--- src/rtl/keyboard_event_queue.sv ---
// Turns PS/2 scan bytes into {ext,brk,code} key events and queues them for READKEY.
// The head event is shown on registered outputs (show-ahead); a pop retires it.
module keyboard_event_queue #(
  parameter int DEPTH_LOG2 = 3,
  parameter int TIMEOUT    = 50000
) (
  input  logic                  i_clk,
  input  logic                  i_rst_n,
  input  logic                  i_scan_valid,
  input  logic [7:0]            i_scan_data,
  input  logic                  i_pop,
  input  logic                  i_clear_overflow,
  output logic [7:0]            o_key_status,
  output logic [7:0]            o_keycode,
  output logic [DEPTH_LOG2:0]   o_count
);

  localparam int DEPTH = 1 << DEPTH_LOG2;
  localparam int TW    = ($clog2(TIMEOUT) < 1) ? 1 : $clog2(TIMEOUT);

  localparam logic [1:0] S_IDLE    = 2'd0;
  localparam logic [1:0] S_EXT     = 2'd1;
  localparam logic [1:0] S_BRK     = 2'd2;
  localparam logic [1:0] S_EXT_BRK = 2'd3;

  logic [1:0]            r_state;
  logic [1:0]            w_state_nxt;
  logic [TW-1:0]         r_tmo;
  logic                  w_tmo_hit;
  logic                  w_push;
  logic [9:0]            w_push_data;
  logic                  w_ctrl_byte;

  logic [9:0]            r_mem [DEPTH];
  logic [DEPTH_LOG2-1:0] r_wr;
  logic [DEPTH_LOG2-1:0] r_rd;
  logic [DEPTH_LOG2:0]   r_count;
  logic                  r_ovf;
  logic                  w_full;
  logic                  w_pop_ok;
  logic                  w_push_ok;
  logic                  w_ovf_set;
  logic                  w_nonempty;
  logic [9:0]            w_head;
  logic [7:0]            r_key_status;
  logic [7:0]            r_keycode;

  // Keyboard control/ack bytes that never form an event when seen in IDLE
  assign w_ctrl_byte = (i_scan_data == 8'hAA) || (i_scan_data == 8'hFA) ||
                       (i_scan_data == 8'hFE) || (i_scan_data == 8'h00) ||
                       (i_scan_data == 8'hFF);
  assign w_tmo_hit   = (r_state != S_IDLE) && !i_scan_valid &&
                       (r_tmo == TW'(TIMEOUT - 1));

  always_comb begin
    w_state_nxt = r_state;
    w_push      = 1'b0;
    w_push_data = '0;
    if (i_scan_valid) begin
      case (r_state)
        S_IDLE: begin
          if (i_scan_data == 8'hE0)      w_state_nxt = S_EXT;
          else if (i_scan_data == 8'hF0) w_state_nxt = S_BRK;
          else if (!w_ctrl_byte) begin
            w_push      = 1'b1;
            w_push_data = {2'b00, i_scan_data};
          end
        end
        S_EXT: begin
          if (i_scan_data == 8'hF0)      w_state_nxt = S_EXT_BRK;
          else if (i_scan_data != 8'hE0) begin
            w_push      = 1'b1;
            w_push_data = {2'b10, i_scan_data};
            w_state_nxt = S_IDLE;
          end
        end
        S_BRK: begin
          w_push      = 1'b1;
          w_push_data = {2'b01, i_scan_data};
          w_state_nxt = S_IDLE;
        end
        default: begin
          w_push      = 1'b1;
          w_push_data = {2'b11, i_scan_data};
          w_state_nxt = S_IDLE;
        end
      endcase
    end else if (w_tmo_hit) begin
      w_state_nxt = S_IDLE;
    end
  end

  always_ff @(posedge i_clk or negedge i_rst_n) begin
    if (!i_rst_n) begin
      r_state <= S_IDLE;
      r_tmo   <= '0;
    end else begin
      r_state <= w_state_nxt;
      if (i_scan_valid || (r_state == S_IDLE) || w_tmo_hit) r_tmo <= '0;
      else                                                   r_tmo <= r_tmo + 1'b1;
    end
  end

  // A pop on a full FIFO frees a slot for a same-cycle push
  assign w_full     = (r_count == (DEPTH_LOG2+1)'(DEPTH));
  assign w_nonempty = (r_count != '0);
  assign w_pop_ok   = i_pop && w_nonempty;
  assign w_push_ok  = w_push && (!w_full || w_pop_ok);
  assign w_ovf_set  = w_push && w_full && !w_pop_ok;
  assign w_head     = r_mem[r_rd];

  always_ff @(posedge i_clk) begin
    if (w_push_ok) r_mem[r_wr] <= w_push_data;
  end

  always_ff @(posedge i_clk or negedge i_rst_n) begin
    if (!i_rst_n) begin
      r_wr         <= '0;
      r_rd         <= '0;
      r_count      <= '0;
      r_ovf        <= 1'b0;
      r_key_status <= 8'h00;
      r_keycode    <= 8'h00;
    end else begin
      if (w_push_ok) r_wr <= r_wr + 1'b1;
      if (w_pop_ok)  r_rd <= r_rd + 1'b1;
      case ({w_push_ok, w_pop_ok})
        2'b10:   r_count <= r_count + 1'b1;
        2'b01:   r_count <= r_count - 1'b1;
        default: r_count <= r_count;
      endcase
      if (w_ovf_set)             r_ovf <= 1'b1;
      else if (i_clear_overflow) r_ovf <= 1'b0;
      r_key_status <= {4'b0000, r_ovf, w_nonempty & w_head[9], w_nonempty,
                       w_nonempty & w_head[8]};
      r_keycode    <= w_nonempty ? w_head[7:0] : 8'h00;
    end
  end

  assign o_key_status = r_key_status;
  assign o_keycode    = r_keycode;
  assign o_count      = r_count;

endmodule
--- config.mk ---
export PLATFORM = sky130hd
export DESIGN_NAME = keyboard_event_queue
export DESIGN_NICKNAME = d
export VERILOG_FILES = /design/src/rtl/keyboard_event_queue.sv
export SDC_FILE = /design/constraint.sdc
export NUM_CORES = 1
export LEC_CHECK = 0
export ABC_AREA = 1
export BUFFER_PORTS_ARGS = -buffer_cell sky130_fd_sc_hd__buf_4
export CAP_MARGIN = 25
export CORE_UTILIZATION = 30
export DETAILED_ROUTE_END_ITERATION = 10
export GPL_ROUTABILITY_DRIVEN = 0
export SLEW_MARGIN = 20
export SYNTH_ARGS = -nofsm -noshare
export SYNTH_HDL_FRONTEND = slang
export SYNTH_SLANG_ARGS = --single-unit
--- constraint.sdc ---
create_clock -name i_clk -period 2.6 [get_ports i_clk]
set_input_delay 0.52 -clock i_clk [delete_from_list [all_inputs] [get_ports i_clk]]
set_output_delay 0.52 -clock i_clk [all_outputs]
set_load 0.01 [all_outputs]
==> reports/metrics.csv, run 1 <==
metric;value;unit
Startpoint Class;register;
CTS tree;yes;
via-per-instance ratio;4.78;
Nets;557;
post-layout util;38.3;%
outcome;completed;
synth unique cells;34;
Worst slew margin;50.7;%
wire per inst;14.9;um
clk buf depth;2;
WL final;11500;um
CP max FO;10;
fin crit share;85.5;%
setup violators final;0;
latest clock arrival within the worst-skew pair;0.41;ns
Post-CTS Hold Fix Bufs;0;
Die H;134;um
Hold Crit Class;input pin to async pin;
post-CTS setup buffers;0;
Post-Layout Cell Count;771;
Synth top area share;45.8;%
initial core utilization;31.2;%
Worst-path clk slew;0.05;ns
I/O pin total;33;
static leakage;2.50;nW
DP HPWL;7350;um
Final Total Pwr;7.06;mW
cts bufs inserted;17;
Top Layer Used;met4;
cts repair resizes;0;
Detailed Routing Iterations Pass 1;6;
critical path's largest stage delay;0.42;ns
Routed met1 length;5000;um
cells after synthesis;490;
worst-margin pin slew;0.738;ns
grt ovf;0;
RSZ-0062 raised after global routing;false;
max frequency;450;MHz
Period minus WS final;2.22;ns
Setup CP Type;register to register;
Final Skew;0.00835;ns
Seq/Total Area, Yosys;65.4;%
Die ar.;18000;um^2
dpl cells;739;
Worst VDD drop;0.508;mV
Mapped Area;5240;um^2
#FFs+latches synth;121;
Syn Area/Cell;10.7;um^2
Met3 Wirelength;602;um
Setup crit end kind;register;
I/O Buffers;28;
Buf/Inv on CP;3;
initial antenna violation count;0;
CP max stage cell;dfrtp_1;
Area growth syn-to-layout;23.0;%
Core ar.;16800;um^2
largest net degree at the start of global routing;42;
YS warnings;0;
first-pass GRT wire length;18400;um
fin. max-slew vios;0;
CP Cell Sequence;nor2_1 -> nand4_1 -> nand2_2 -> nand2_4 -> buf_4 -> nor2_4 -> inv_2 -> or2_4 -> nor2_2 -> buf_12;
crit-path leading delay family;simple AND/OR/NAND/NOR gates;
Data required, critical path;2.72;ns
Post-synth EDFFs;80;
Power per Cell Area;1090;nW/um^2
CP Data Arrival Time;2.34;ns
layout cells sized above 1;17.6;%
vias in the first global route;3700;
Clock Tree Root;clkbuf_16;
Synth area leader;edfxtp_1;
H-tree depth;4;
number of diodes;0;
cell row count;47;
Synth Flop Type;edfxtp_1;
drt drc;0;
clk sinks;121;
Synth area leaders;edfxtp_1, dfrtp_1, nor2_1;
DIE WIDTH;134;um
max-cap violation count;0;
ys async rst share;33.9;%
Post-DRT Antenna Nets;0;
vias post-DR;3685;
WL met2;5730;um
Total GRT Usage;13.7;%
Iteration-0 DRC Markers;257;
final hold vios;0;
register-to-register setup slack;0.38;ns
flip-flops by register name, summed over array words and instances (netlist names):
signal        cells
r_rd              3
r_wr              3
r_ovf             1
o_count           4
r_tmo            16
r_mem            80
r_state           2
o_keycode         8
o_key_status      4
worst register-to-register path, stage by stage (launching register included):
cell	delay (ns)
dfrtp_1	0.42
nor2_1	0.28
nand4_1	0.16
nand2_2	0.11
nand2_4	0.06
buf_4	0.16
nor2_4	0.13
inv_2	0.05
or2_4	0.26
nor2_2	0.14
buf_12	0.16
final cells by class:
cell class                 instances  area [um^2]
fill                            1651        10400
sequential                       121         3430
multi-input combinational        306         1560
clock buffer                      19          433
timing repair buffer              48          410
tap                              220          275
clock inverter                    13          178
inverter                          44          165
layer usage:
metal	up-vias	track usage (%)
met1	1788	16.5
met4	0	5.18
li1	1770	-
met3	13	3.51
met2	114	23.3
met5	-	0
per-stage QoR:
step / setup WS (ns) / hold WS, ns / instance area [um^2] / setup TNS, ns
finish: 0.378 / 0.103 / 6450 / 0
global route: 0.153 / 0.149 / 6450 / 0
CTS: 0.381 / 0.124 / 6450 / 0
detailed placement: -0.0158 / 0.366 / 5840 / -0.0158
global placement: 0.0466 / 0.360 / 5840 / 0
floorplan: 0.226 / 0.224 / 5250 / 0
final timing paths:
check / start / end / cells after the start
setup reg to reg: r_state[0]$_DFFE_PN0P_ / r_mem[2][8]$_DFFE_PP_ / 10
hold / removal: i_rst_n / o_keycode[3]$_DFF_PN0_ / 1
hold reg to reg: r_ovf$_DFFE_PN0P_ / o_key_status[3]$_DFF_PN0_ / 0
max in group asynchronous: i_rst_n / r_tmo[2]$_DFF_PN0_ / 1
min in group i_clk: i_clear_overflow / r_ovf$_DFFE_PN0P_ / 2
setup / recovery: r_state[0]$_DFFE_PN0P_ / r_mem[2][8]$_DFFE_PP_ / 10
report_power, final:
group / total, mW / switching (mW) / internal, mW
logic: 2.01 / 1.25 / 0.758
clock network: 2.41 / 0.818 / 1.59
registers: 2.64 / 0.195 / 2.44
total: 7.06 / 2.27 / 4.79
cells in the mapped netlist, types with 2 or more instances:
library cell,count
nor2_1,95
edfxtp_1,80
o21ai_0,58
nand2_1,51
inv_1,42
dfrtp_1,41
clkbuf_1,16
a31oi_1,11
nand3_1,11
o22ai_1,11
nor2_2,8
nor3_1,8
nor3b_1,7
xor2_1,6
a21oi_1,5
buf_4,5
ha_1,5
nand4_1,5
nand2_2,3
nand2_4,3
nor3_2,3
nor4_1,3
inv_2,2
cell families (layout without fill, tap and decap cells):
| family | after synthesis | in the layout | share of synthesized area (%) |
|---|---|---|---|
| AND/OR/NAND/NOR | 200 | 200 | 17.3 |
| flip-flops | 121 | 121 | 65.4 |
| AO/OA/AOI/OAI | 89 | 89 | 9.40 |
| buffers and inverters | 66 | 124 | 5.11 |
| XOR/XNOR | 7 | 7 | 1.17 |
| adder cells (fa/ha/maj) | 6 | 6 | 1.58 |
| other | 1 | 4 | 0.0715 |
cells in the final DEF, fill, tap and decap left out, drive strengths merged, types with 6 or more instances in the layout:
cell,count
buf,48
nor2,104
clkbuf,19
nand2,57
o22ai,11
edfxtp,80
o21ai,59
dfrtp,41
xor2,6
inv,44
nor3b,7
nand3,11
nor3,11
a31oi,11
Power figures use the tool's default switching activity.
==> inputs of run 2 (changes only) <==
==> constraint.sdc (replaced) <==
create_clock -name i_clk -period 2.2 [get_ports i_clk]
set_input_delay 0.44 -clock i_clk [delete_from_list [all_inputs] [get_ports i_clk]]
set_output_delay 0.44 -clock i_clk [all_outputs]
set_load 0.01 [all_outputs]
==> run 2 against run 1 <==
Critical path depth up 5. Sequential share of layout area is 1.9 points lower. Total power increased by 21%. Critical endpoint is now o_count[3]$_DFFE_PN0P_. Fmax grew 11%. Via count decreased by 1.2%. Combinational power up 28%. Clock power is 22% higher. Clock skew up 0.00050 ns. Non-clock buffer count up 23. Cell count grew 3.0%. Hold slack worse by 0.076 ns. Critical path type unchanged.
==> reports/metrics.csv, run 2 (same netlist as run 1, synthesis figures left out) <==
metric;value;unit;change
outcome;completed;;
RSZ-0062 raised after global routing;false;;
fin crit share;91.1;%;+5.6 points
Nets;580;;+4.1%
Fin Hold WS;0.0269;ns;-0.0758 ns
Final Skew;0.00886;ns;+0.000503 ns
Data required, critical path;2.50;ns;-0.22 ns
DIE WIDTH;134;um;unchanged
Period minus WS final;2.00;ns;-0.218 ns
Iteration-0 DRC Markers;193;;-25%
Hold Crit Class;input pin to async pin;;
Post-Layout Cell Count;794;;+3.0%
post-CTS setup buffers;0;;unchanged
cell row count;47;;unchanged
cell count of the worst reg-to-reg path;15;;+5
placed inst area;6060;um^2;+3.8%
via-per-instance ratio;4.59;;-4.1%
Worst R2R Start;o_count[1]$_DFFE_PN0P_;;
H-tree depth;4;;unchanged
clk sinks;121;;unchanged
Worst R2R End;o_count[3]$_DFFE_PN0P_;;
I/O pin total;33;;unchanged
Internal Power;5.73;mW;+20%
vias post-DR;3641;;-1.2%
Power per Cell Area;1280;nW/um^2;+17%
drt drc;0;;unchanged
switch share;33.1;%;+0.97 points
Clock Tree Root;clkbuf_16;;
Setup CP Type;register to register;;
Biggest register;r_mem;;
initial antenna violation count;0;;unchanged
Clock power frac;34.2;%;about the same
Detailed Routing Iterations Pass 1;5;;-1
worst-margin pin slew;0.694;ns;-0.0438 ns
Die H;134;um;unchanged
grt ovf;0;;unchanged
DP HPWL;7410;um;+0.87%
wire per inst;14.4;um;-3.5%
register-to-register setup slack;0.20;ns;-0.18 ns
Core ar.;16800;um^2;unchanged
Setup crit end kind;register;;
initial core utilization;31.2;%;unchanged
Die ar.;18000;um^2;unchanged
Final Total Pwr;8.56;mW;+21%
Largest register FFs;80;;unchanged
setup violators final;0;;unchanged
Finished Cell Area;6690;um^2;+3.8%
dpl cells;762;;+3.1%
clk buf depth;2;;unchanged
commonest cells after routing, fill and taps aside;nor2_1, edfxtp_1, buf_4, o21ai_0, nand2_1;;
CTS tree;yes;;
Total GRT Usage;13.9;%;+0.29 points
first-pass GRT wire length;19000;um;+3.1%
most common cell after layout, fill and taps aside;nor2_1;;
latest clock arrival within the worst-skew pair;0.41;ns;about the same
Post-DRT Antenna Nets;0;;unchanged
sequential fraction of design power;35.8;%;-1.6 points
CP Data Arrival Time;2.30;ns;-0.04 ns
WL final;11400;um;-0.58%
I/O Buffers;28;;unchanged
largest net degree at the start of global routing;43;;+2.4%
vias in the first global route;3742;;+1.1%
Area growth syn-to-layout;27.7;%;
Combinational Power Share;30.0;%;+1.5 points
fin. max-slew vios;0;;unchanged
CP max FO;4;;-6
Worst VDD drop;0.608;mV;+20%
Worst slew margin;53.4;%;+2.6 points
max-cap violation count;0;;unchanged
Switch Pwr;2.83;mW;+25%
layout cells sized above 1;22.8;%;+5.2 points
Startpoint Class;register;;
number of diodes;0;;unchanged
Worst-path clk slew;0.06;ns;about the same
final hold vios;0;;unchanged
static leakage;2.64;nW;+5.8%
max frequency;499;MHz;+11%
Post-CTS Hold Fix Bufs;0;;unchanged
cts bufs inserted;17;;unchanged
## run 2: cell types whose count changed in the layout (fill, tap and decap cells not counted), sizes merged
cell	change
clkinv	-1
clkinvlp	-4
bufinv	-1
buf	+23
inv	+8
clkbuf	-2
## run 2: layout make-up
class / instances / area, um^2
Clock buffer: 17 / 425
Clock inverter: 15 / 206
Fill cell: 1626 / 10100
Inverter: 44 / 165
Multi-Input combinational cell: 306 / 1580
Sequential cell: 121 / 3430
Tap cell: 220 / 275
Timing Repair Buffer: 71 / 608
## run 2: worst max path at each step
stage / start / endpoint / slack (ns) / depth (start not counted)
final: o_count[1]$_DFFE_PN0P_ / o_count[3]$_DFFE_PN0P_ / 0.20 / 15
after floorplan: i_scan_data[3] / o_count[3]$_DFFE_PN0P_ / 0.04 / 18
after global placement: i_scan_data[3] / o_count[3]$_DFFE_PN0P_ / -0.12 / 19
after detailed placement: i_scan_data[3] / o_count[3]$_DFFE_PN0P_ / -0.18 / 19
after CTS: o_count[1]$_DFFE_PN0P_ / o_count[3]$_DFFE_PN0P_ / 0.13 / 15
after global routing: o_count[1]$_DFFE_PN0P_ / o_count[3]$_DFFE_PN0P_ / 0.02 / 15
## run 2: repair_timing
item / CTS / global route
gates resized for setup: 0 / 1
endpoints found under the hold margin: 0 / 0
endpoints found under the setup margin: 0 / 1
## run 2: metal layers
metal	track usage (%)	part of all wire, %
met3	3.33	4.0
met4	6.37	1.8
met1	17.4	46
met5	0	0
met2	22.9	48
## run 2: per-stage QoR
step | TNS (ns) | worst slack, ns | utilization, %
finish | 0 | 0.196 | 39.8
global route | 0 | 0.0247 | 39.8
CTS | 0 | 0.133 | 39.8
detailed placement | -1.92 | -0.179 | 36.0
global placement | -0.363 | -0.118 | 36.0
floorplan | 0 | 0.0441 | -
## run 2: power groups by stage
stage	logic, mW	clock network [mW]	registers (mW)
finish	2.57	2.93	3.06
global route	2.89	3.08	3.10
CTS	2.61	2.97	3.07
detailed placement	2.59	0	3.10
global placement	2.53	0	3.10
floorplan	1.49	0	3.14
## run 2: critical path, cell delays in order, from the launching register on
cell,delay (ns)
dfrtp_1,0.43
inv_1,0.11
nand3_1,0.11
nor2_1,0.18
nor2_2,0.08
nand2_4,0.07
inv_2,0.04
ha_4,0.21
nand2_1,0.06
nand2_1,0.04
a31oi_1,0.18
inv_1,0.07
nand3_1,0.10
nand3_1,0.08
nand2_1,0.06
nand2_1,0.05
==> inputs of run 3 (changes only) <==
--- a/config.mk
+++ b/config.mk
@@ -8,7 +8,7 @@
 export ABC_AREA = 1
 export BUFFER_PORTS_ARGS = -buffer_cell sky130_fd_sc_hd__buf_4
 export CAP_MARGIN = 25
-export CORE_UTILIZATION = 30
+export CORE_UTILIZATION = 40
 export DETAILED_ROUTE_END_ITERATION = 10
 export GPL_ROUTABILITY_DRIVEN = 0
 export SLEW_MARGIN = 20
==> run 3 against run 2 <==
Sequential share of layout area increased by 0.73 points. Largest cell class unchanged. Wire length decreased by 4.5%. Clock skew decreased by 0.0026 ns. Flip-flop and latch count unchanged. Fmax increased by 2.6%. Design area decreased by 1.4%. Worst setup slack improved by 0.051 ns. Critical path depth decreased by 6. Largest power group unchanged.
==> reports/metrics.csv, run 3 (same netlist as run 1, synthesis figures left out) <==
metric;value;unit;change
TNS Setup;0;ns;unchanged
crit-path leading delay family;simple AND/OR/NAND/NOR gates;;
layout cells sized above 1;22.1;%;-0.74 points
Fill cells;1134;;-30%
register-to-register setup slack;0.25;ns;+0.05 ns
Buf/Inv on CP;2;;-1
Period minus WS final;1.95;ns;-0.0513 ns
worst setup path start;r_state[1]$_DFFE_PN0P_;;
CP max stage cell;dfrtp_1;;
H-tree depth;4;;unchanged
Final Total Pwr;8.49;mW;-0.84%
Worst-path clk slew;0.05;ns;about the same
Worst Setup EP;r_mem[2][5]$_DFFE_PP_;;
Setup crit end kind;register;;
vias in the first global route;3682;;-1.6%
Total GRT Usage;18.1;%;+4.1 points
Hold Crit Class;input pin to async pin;;
static leakage;2.64;nW;about the same
Core ar.;12700;um^2;-24%
Data required, critical path;2.32;ns;-0.18 ns
clk sinks;121;;unchanged
RSZ-0062 raised after global routing;false;;
cell row count;41;;-13%
largest net degree at the start of global routing;43;;unchanged
drt drc;0;;unchanged
Iteration-0 DRC Markers;233;;+21%
cell count of the worst reg-to-reg path;9;;-6
clk buf depth;2;;unchanged
fin crit share;88.8;%;-2.3 points
Fin Hold WS;0.0238;ns;-0.00311 ns
CP Data Arrival Time;2.07;ns;-0.23 ns
Worst R2R End;r_mem[2][5]$_DFFE_PP_;;
Crit path depth;9;;-6
CTS tree;yes;;
latest clock arrival within the worst-skew pair;0.40;ns;about the same
CP max FO;8;;+4
Nets;581;;+0.17%
outcome;completed;;
Clock Tree Root;clkbuf_16;;
Post-DRT Antenna Nets;0;;unchanged
via-per-instance ratio;4.95;;+7.9%
Worst slew margin;39.8;%;-14 points
fin. max-slew vios;0;;unchanged
worst-margin pin slew;0.896;ns;+0.202 ns
vias post-DR;3696;;+1.5%
commonest cells after routing, fill and taps aside;nor2_1, edfxtp_1, buf_4, o21ai_0, nand2_1;;
Largest register FFs;80;;unchanged
DIE WIDTH;116;um;-13%
I/O Buffers;28;;unchanged
critical path's largest stage delay;0.44;ns;about the same
Detailed Routing Iterations Pass 1;5;;unchanged
CP Cell Sequence;nor2_1 -> nand4_1 -> nand2_2 -> nand2_4 -> nor2_4 -> inv_2 -> or2_4 -> nor2_2 -> buf_12;;
setup violators final;0;;unchanged
final hold vios;0;;unchanged
Setup CP Type;register to register;;
Biggest register;r_mem;;
I/O pin total;33;;unchanged
WL final;10900;um;-4.5%
first-pass GRT wire length;18200;um;-3.9%
Worst R2R Start;r_state[1]$_DFFE_PN0P_;;
initial antenna violation count;0;;unchanged
Worst VDD drop;0.558;mV;-8.3%
cts bufs inserted;17;;unchanged
Area growth syn-to-layout;25.9;%;
DP HPWL;7190;um;-3.1%
Power per Cell Area;1290;nW/um^2;+0.57%
grt ovf;0;;unchanged
most common cell after layout, fill and taps aside;nor2_1;;
wire per inst;14.6;um;+1.5%
number of diodes;0;;unchanged
max frequency;512;MHz;+2.6%
Die H;116;um;-13%
Startpoint Class;register;;
max-cap violation count;0;;unchanged
Die ar.;13600;um^2;-25%
Final Skew;0.00629;ns;-0.00257 ns
initial core utilization;41.2;%;+10 points
[run 3: through the flow]
step | instance area [um^2] | utilization (%) | worst slack, ns | instances
2_1_floorplan | 5280 | - | 0.0441 | 493
5_1_grt | 6600 | 51.9 | 0.0183 | 747
3_3_place_gp | 5970 | 46.9 | -0.118 | 715
4_1_cts | 6600 | 51.8 | 0.186 | 747
3_5_place_dp | 5970 | 46.9 | -0.157 | 715
6_report | 6600 | 51.9 | 0.247 | 747
[run 3: area by class of cell]
cell class	count	area, um^2	area share, %
multi-input cells	306	1580	24.0
inverters	44	165	2.50
flip-flops and latches	121	3430	52.0
clock inverters	9	170	2.58
repair buffers	72	578	8.76
well taps	172	215	3.26
clock buffers	23	458	6.94
[run 3: power breakdown]
group	leakage [nW]	switching, mW	total, mW	internal [mW]
Combinational	1.07	1.53	2.50	0.964
Sequential	1.27	0.167	3.06	2.89
Clock	0.309	0.907	2.94	2.03
[run 3: worst min-delay path by stage]
stage                                     end  slack [ns]  cells past startpoint
finish                 o_count[0]$_DFFE_PN0P_        0.02                      1
global route           r_state[0]$_DFFE_PN0P_        0.06                      1
detailed placement  o_key_status[3]$_DFF_PN0_        0.36                      0
floorplan              o_count[0]$_DFFE_PN0P_        0.14                      0
global placement    o_key_status[3]$_DFF_PN0_        0.36                      0
CTS                       r_rd[1]$_DFFE_PN0P_        0.03                      1
[run 3: what timing repair did]
item                       CTS  global route
setup endpoints to repair    0             1
hold buffers                 0             0
buffers inserted             0             0
gates resized for setup      0             1
[run 3: layer usage]
metal | GRT usage, % | vias up | routed length [um]
met4 | 6.50 | 0 | 117
li1 | - | 1805 | -
met5 | 0 | - | 0
met2 | 29.0 | 106 | 5240
met3 | 4.57 | 13 | 543
met1 | 23.8 | 1772 | 4990
